[config.mk]
export PLATFORM = sky130hd
export DESIGN_NAME = alu_issue_ctrl
export DESIGN_NICKNAME = d
export VERILOG_FILES = /design/src/rtl/alu_issue_ctrl.sv
export SDC_FILE = /design/constraint.sdc
export NUM_CORES = 1
export LEC_CHECK = 0
export CORE_MARGIN = 2
export CORE_UTILIZATION = 58
export CTS_CLUSTER_SIZE = 28
export DETAILED_ROUTE_END_ITERATION = 12
export HOLD_SLACK_MARGIN = 0.03
export PLACE_DENSITY = 0.81
export SYNTH_ARGS = -nofsm -noshare
export SYNTH_HDL_FRONTEND = slang
export SYNTH_SLANG_ARGS = --single-unit
export TNS_END_PERCENT = 5
[constraint.sdc]
create_clock -name clk -period 3.5 [get_ports clk]
set_input_delay 0.7 -clock clk [delete_from_list [all_inputs] [get_ports clk]]
set_output_delay 0.7 -clock clk [all_outputs]
set_load 0.01 [all_outputs]
[src/rtl/alu_issue_ctrl.sv]
// Issue/writeback controller for the 16-bit ALU: fetches instruction words, drives the
// registered ALU inputs from an 8x16 register file, then retires into regfile, SR, Hi/Lo or PC.
module alu_issue_ctrl #(
  parameter int unsigned     PC_W     = 12,
  parameter logic [PC_W-1:0] RESET_PC = '0
) (
  input  logic            clk,
  input  logic            rst_n,
  input  logic            instr_valid,
  output logic            instr_ready,
  input  logic [15:0]     instr_data,
  output logic [PC_W-1:0] pc,
  output logic [15:0]     alu_rs,
  output logic [15:0]     alu_rt_cnst,
  output logic [3:0]      alu_opcode,
  output logic [2:0]      alu_shamt,
  input  logic [16:0]     alu_rd,
  output logic [15:0]     sr,
  output logic            retire,
  input  logic [2:0]      dbg_addr,
  output logic [15:0]     dbg_data
);

  typedef enum logic [1:0] {FETCH, DECODE, EXEC, WB} state_t;

  state_t          r_state;
  state_t          w_nextState;
  logic [15:0]     r_instr;
  logic [16:0]     r_res;
  logic [15:0]     r_regs [8];
  logic [7:0]      r_hi;
  logic [7:0]      r_lo;
  logic [15:0]     r_sr;
  logic [PC_W-1:0] r_pc;
  logic [15:0]     r_aluRs;
  logic [15:0]     r_aluRtCnst;
  logic [3:0]      r_aluOpcode;
  logic [2:0]      r_aluShamt;

  logic [3:0]      w_op;
  logic [2:0]      w_rd;
  logic [2:0]      w_rs;
  logic [2:0]      w_rt;
  logic [15:0]     w_rsVal;
  logic [15:0]     w_rtVal;
  logic [15:0]     w_imm6Ext;
  logic [31:0]     w_imm12Ext;
  logic [15:0]     w_rtCnst;
  logic            w_regWe;
  logic [15:0]     w_regWd;
  logic            w_flagWe;
  logic            w_hiLoWe;
  logic            w_branch;

  assign w_op       = r_instr[15:12];
  assign w_rd       = r_instr[11:9];
  assign w_rs       = r_instr[8:6];
  assign w_rt       = r_instr[5:3];
  assign w_rsVal    = (w_rs == 3'd0) ? 16'h0000 : r_regs[w_rs];
  assign w_rtVal    = (w_rt == 3'd0) ? 16'h0000 : r_regs[w_rt];
  assign w_imm6Ext  = {{10{r_instr[5]}}, r_instr[5:0]};
  assign w_imm12Ext = {{20{r_instr[11]}}, r_instr[11:0]};

  always_ff @(posedge clk or negedge rst_n) begin
    if (!rst_n) r_state <= FETCH;
    else        r_state <= w_nextState;
  end

  always_comb begin
    w_nextState = r_state;
    case (r_state)
      FETCH:   if (instr_valid) w_nextState = DECODE;
      DECODE:  w_nextState = EXEC;
      EXEC:    w_nextState = WB;
      WB:      w_nextState = FETCH;
      default: w_nextState = FETCH;
    endcase
  end

  always_comb begin
    w_rtCnst = 16'h0000;
    case (w_op)
      4'd0, 4'd3, 4'd4, 4'd10, 4'd13: w_rtCnst = w_rtVal;
      4'd5, 4'd6, 4'd7, 4'd8:         w_rtCnst = w_imm6Ext;
      default:                        w_rtCnst = 16'h0000;
    endcase
  end

  // Op 13 tests SR as it stood before this instruction, so its own flags cannot enable it.
  always_comb begin
    w_regWe  = 1'b0;
    w_regWd  = r_res[15:0];
    w_flagWe = 1'b0;
    w_hiLoWe = 1'b0;
    w_branch = 1'b0;
    if (r_state == WB) begin
      case (w_op)
        4'd0, 4'd5, 4'd7, 4'd8: begin
          w_regWe  = 1'b1;
          w_flagWe = 1'b1;
        end
        4'd1, 4'd2, 4'd3, 4'd4, 4'd6: w_regWe = 1'b1;
        4'd9:  w_branch = 1'b1;
        4'd10: begin
          w_regWe  = 1'b1;
          w_flagWe = 1'b1;
          w_hiLoWe = 1'b1;
        end
        4'd11: begin
          w_regWe = 1'b1;
          w_regWd = {8'h00, r_lo};
        end
        4'd12: begin
          w_regWe = 1'b1;
          w_regWd = {8'h00, r_hi};
        end
        4'd13: begin
          if (r_sr[3] || r_sr[2]) begin
            w_regWe  = 1'b1;
            w_flagWe = 1'b1;
          end
        end
        default: ;
      endcase
    end
  end

  always_ff @(posedge clk or negedge rst_n) begin
    if (!rst_n) begin
      r_instr     <= '0;
      r_res       <= '0;
      r_hi        <= '0;
      r_lo        <= '0;
      r_sr        <= '0;
      r_pc        <= RESET_PC;
      r_aluRs     <= '0;
      r_aluRtCnst <= '0;
      r_aluOpcode <= '0;
      r_aluShamt  <= '0;
      for (int i = 0; i < 8; i++) r_regs[i] <= '0;
    end else begin
      if (r_state == FETCH && instr_valid) begin
        r_instr <= instr_data;
        r_pc    <= r_pc + PC_W'(1);
      end
      if (r_state == DECODE) begin
        r_aluOpcode <= w_op;
        r_aluShamt  <= r_instr[2:0];
        r_aluRs     <= w_rsVal;
        r_aluRtCnst <= w_rtCnst;
      end
      if (r_state == EXEC) r_res <= alu_rd;
      if (w_regWe && w_rd != 3'd0) r_regs[w_rd] <= w_regWd;
      if (w_flagWe) begin
        r_sr[0] <= r_res[16];
        r_sr[2] <= r_res[15];
        r_sr[3] <= (r_res[15:0] == 16'h0000);
      end
      if (w_hiLoWe) begin
        r_hi <= r_res[15:8];
        r_lo <= r_res[7:0];
      end
      if (w_branch) r_pc <= r_pc + w_imm12Ext[PC_W-1:0];
    end
  end

  assign instr_ready = (r_state == FETCH);
  assign retire      = (r_state == WB);
  assign pc          = r_pc;
  assign sr          = r_sr;
  assign alu_rs      = r_aluRs;
  assign alu_rt_cnst = r_aluRtCnst;
  assign alu_opcode  = r_aluOpcode;
  assign alu_shamt   = r_aluShamt;
  assign dbg_data    = (dbg_addr == 3'd0) ? 16'h0000 : r_regs[dbg_addr];

endmodule

==> metrics.md <==
| Metric | Value |
|---|---|
| Crit-path slowest cell | `clkdlybuf4s50_1` |
| CTS tree | `yes` |
| Type of origin of the critical path | `input pin` |
| Most used routing layer | `met2` |
| Row count | `53` |
| Final Cycle Share | `0.893` |
| Post-synth cell types | `56` |
| Root Buffer | `clkbuf_16` |
| Largest net degree at the start of global routing | `101` |
| Synth async-reset ratio | `1.00` |
| Clk pin slew, worst setup/hold paths | `about 0.05 ns` |
| DRT Pass-1 Iters | `6` |
| Residual DRC count | `0` |
| Flop-to-flop setup slack | `0.52 ns` |
| GRT Total Usage | `0.282` |
| Slew Viols, Final | `0` |
| Met1 usage | `0.381` |
| Worst-Skew Late Latency | `0.52 ns` |
| RSZ-0062 raised after global routing | `false` |
| Worst path arrival time | `2.42 ns` |
| Period minus WS final | `3.12 ns` |
| Die width | `~150 um` |
| IR drop worst, VDD | `0.527 mV` |
| Area growth syn-to-layout | `17.1%` |
| Yosys reg bits | `233` |
| R2r worst-path depth | `11` |
| Gpl congestion | `0.864` |
| Worst endpoint required time | `2.80 ns` |
| Worst Hold Class | `in2async` |
| Vias in the first global route | `9150` |
| Routed len/inst | `20.8 um` |
| Vias per std cell | `around 6.2` |
| Final setup fails | `0` |
| Critical path class | `in2out` |
| Dpl hpwl | `a little under 20000 um` |
| Initial antenna violation count | `0` |
| Grt met2 use | `0.462` |
| CP peak stage delay | `between 0.6 and 0.7 ns` |
| Cell Chain, Critical Path | `dlymetal6s2s_1 -> nor2b_1 -> buf_4 -> a22oi_1 -> o21ai_0 -> clkdlybuf4s50_1` |
| Num CTS Buffers | `25` |
| Share of layout cells above drive strength 1 | `0.222` |
| First-pass GRT wire length | `49300 um` |
| Ys flop type | `dfrtp_1` |
| Initial core utilization | `0.588` |
| Post-synth EDFFs | `0` |
| Hold Fails Final Rpt | `0` |
| Critical Path Sink Type | `output pin` |
| Mean area per synthesized cell | `between 10 and 15 sq um` |
| Fin worst setup slack | `0.376 ns` |
| Nets | `between 1000 and 1500` |
| R2r startpoint | `r_instr[14]` |
| FMAX | `0.320 GHz` |
| Core Footprint | `20900 sq um` |
| Leak Pwr | `~6.2 nW` |
| Setup total negative slack | `0 ns` |
| Diodes inserted | `0` |
| Syn. warnings | `13` |
| Mapped Cells | `between 1000 and 1500` |
| Hold Slack | `roughly 0.23 ns` |
| # fillers | `1506` |
| Die height | `150 um` |
| H-tree Lvls | `1` |
| Die footprint | `22400 sq um` |
| Max-Cap Viols | `0` |
| Highest net fanout along the worst path | `9` |
| R2R Path End | `pc[10]` |
| Final Core Density | `0.689` |
| Most frequent cells in the layout | `dfrtp_1 (231), nand2_1 (164), o21ai_0 (135)` |
| Commonest non-fill, non-tap cell in the layout | `dfrtp_1` |
| Hold buffer count at cts | `0` |
| Clock Sinks | `233` |
| Drt total wl | `30300 um` |
| P per Cell Area | `around 940 nW/um^2` |
| Mapped Area | `12300 sq um` |
| Worst-Margin Slew | `0.792 ns` |
| # Post-CTS Setup Buffers | `0` |
| Via count | `9044` |
| Top-level port count | `124` |
| Port Buf Inserts | `110` |
| Final antenna-violating net count | `0` |
| Met3 Use GR | `0.0479` |
| Clock Skew | `0.00993 ns` |
| GR Overflow Total | `0` |
| Slew HR | `0.470` |
| Iter 0 DRT Violations | `792` |
| Seq/Total Area, Yosys | `0.474` |
| CTS max path bufs | `3` |
| Status | `completed` |
| DP Worst Slack | `0.0654 ns` |
==> layer usage <==
layer	vias up	wire [um]
li1	4049	-
met1	4549	12500
met2	368	15000
met3	78	1920
met4	0	828
met5	-	0
==> stage by stage <==
stage	area [sq um]	power [mW]	std cells
final	14400	13.5	1454
after floorplan	12300	8.74	1094
after global routing	14400	14.3	1454
after global placement	13600	10.6	1411
after CTS	14400	13.5	1454
after detailed placement	13600	10.8	1411
==> cells by family (layout without fill, tap and decap cells) <==
family / Yosys count / in the layout / synth area share
AOI/OAI and AO/OA: 271 / 271 / 0.134
and+or+nand+nor: 244 / 244 / 0.0895
DFF: 233 / 233 / 0.474
muxes: 187 / 187 / 0.228
buffers and inverters: 120 / 205 / 0.0496
adders and majority gates: 16 / 16 / 0.0169
xor gates and xnor gates: 10 / 10 / 0.00713
other: 1 / 13 / 0.000305
==> sequential cells by signal, summed over array words and instances (netlist names) <==
name and count:
alu_opcode 4, alu_rs 16, alu_rt_cnst 16, alu_shamt 3
pc 12, r_hi 8, r_instr 16, r_lo 8
r_regs 128, r_res 17, r_state 2, sr 3
==> Yosys cell counts (4+ instances only) <==
cell	instances	area, sq um
o21ai_0	135	676
o21ai_1	22	110
buf_2	20	100
clkbuf_1	56	210
buf_1	5	18.8
nor2b_1	4	25.0
buf_4	19	143
mux2i_1	18	180
buf_6	6	67.6
nand2_1	164	616
and2_1	12	75.1
inv_1	11	41.3
dfrtp_1	233	5830
nand2_4	8	90.1
and3_1	4	25.0
a21oi_1	28	140
o211ai_1	10	75.1
nor2_1	35	131
a2bb2oi_1	6	52.6
nand2b_1	4	25.0
nor4_1	4	25.0
mux4_2	64	1440
a21o_1	4	30.0
mux2_1	6	67.6
xor2_1	5	43.8
a221oi_1	5	43.8
ha_1	15	188
xnor2_1	5	43.8
o22a_1	11	96.3
mux2_2	98	1100
a22oi_1	36	270
==> worst max-delay path by stage <==
stage | startpoint | endpoint | slack, ns | cells past startpoint
2_1_floorplan | r_state[0] | pc[8] | 0.80 | 11
3_3_place_gp | dbg_addr[1] | dbg_data[13] | 0.08 | 6
3_5_place_dp | dbg_addr[1] | dbg_data[1] | 0.07 | 6
4_1_cts | dbg_addr[1] | dbg_data[1] | 0.01 | 6
5_1_grt | r_instr[14] | pc[10] | 0.30 | 11
6_report | dbg_addr[1] | dbg_data[1] | 0.38 | 6
==> worst max-delay path: cells and delay by family <==
family,cells,cell delay [ns]
buffers and inverters,3,1.06
and+or+nand+nor,1,0.23
AOI/OAI and AO/OA,2,0.44
==> area by class of cell <==
type	count	area, sq um	share of cell area
Multi-Input combinational cell	741	5900	0.410
Sequential cell	233	5830	0.405
Timing Repair Buffer	150	1470	0.102
Clock buffer	36	717	0.0498
Tap cell	275	344	0.0239
Clock inverter	7	90.1	0.00626
Inverter	12	45.0	0.00313
==> power breakdown <==
| group | total [mW] | switching [mW] | internal [mW] |
|---|---|---|---|
| sequential | 4.96 | 1.18 | 3.79 |
| clock | 2.62 | 1.06 | 1.56 |
| combinational | 5.93 | 2.89 | 3.04 |
==> repair_timing <==
| item | 4_1_cts | 5_1_grt |
|---|---|---|
| gates resized for setup | 0 | 1 |
| endpoints found under the hold margin | 0 | 0 |
| setup endpoints to repair | 0 | 7 |
No activity file was read; power rests on OpenSTA's default activity.
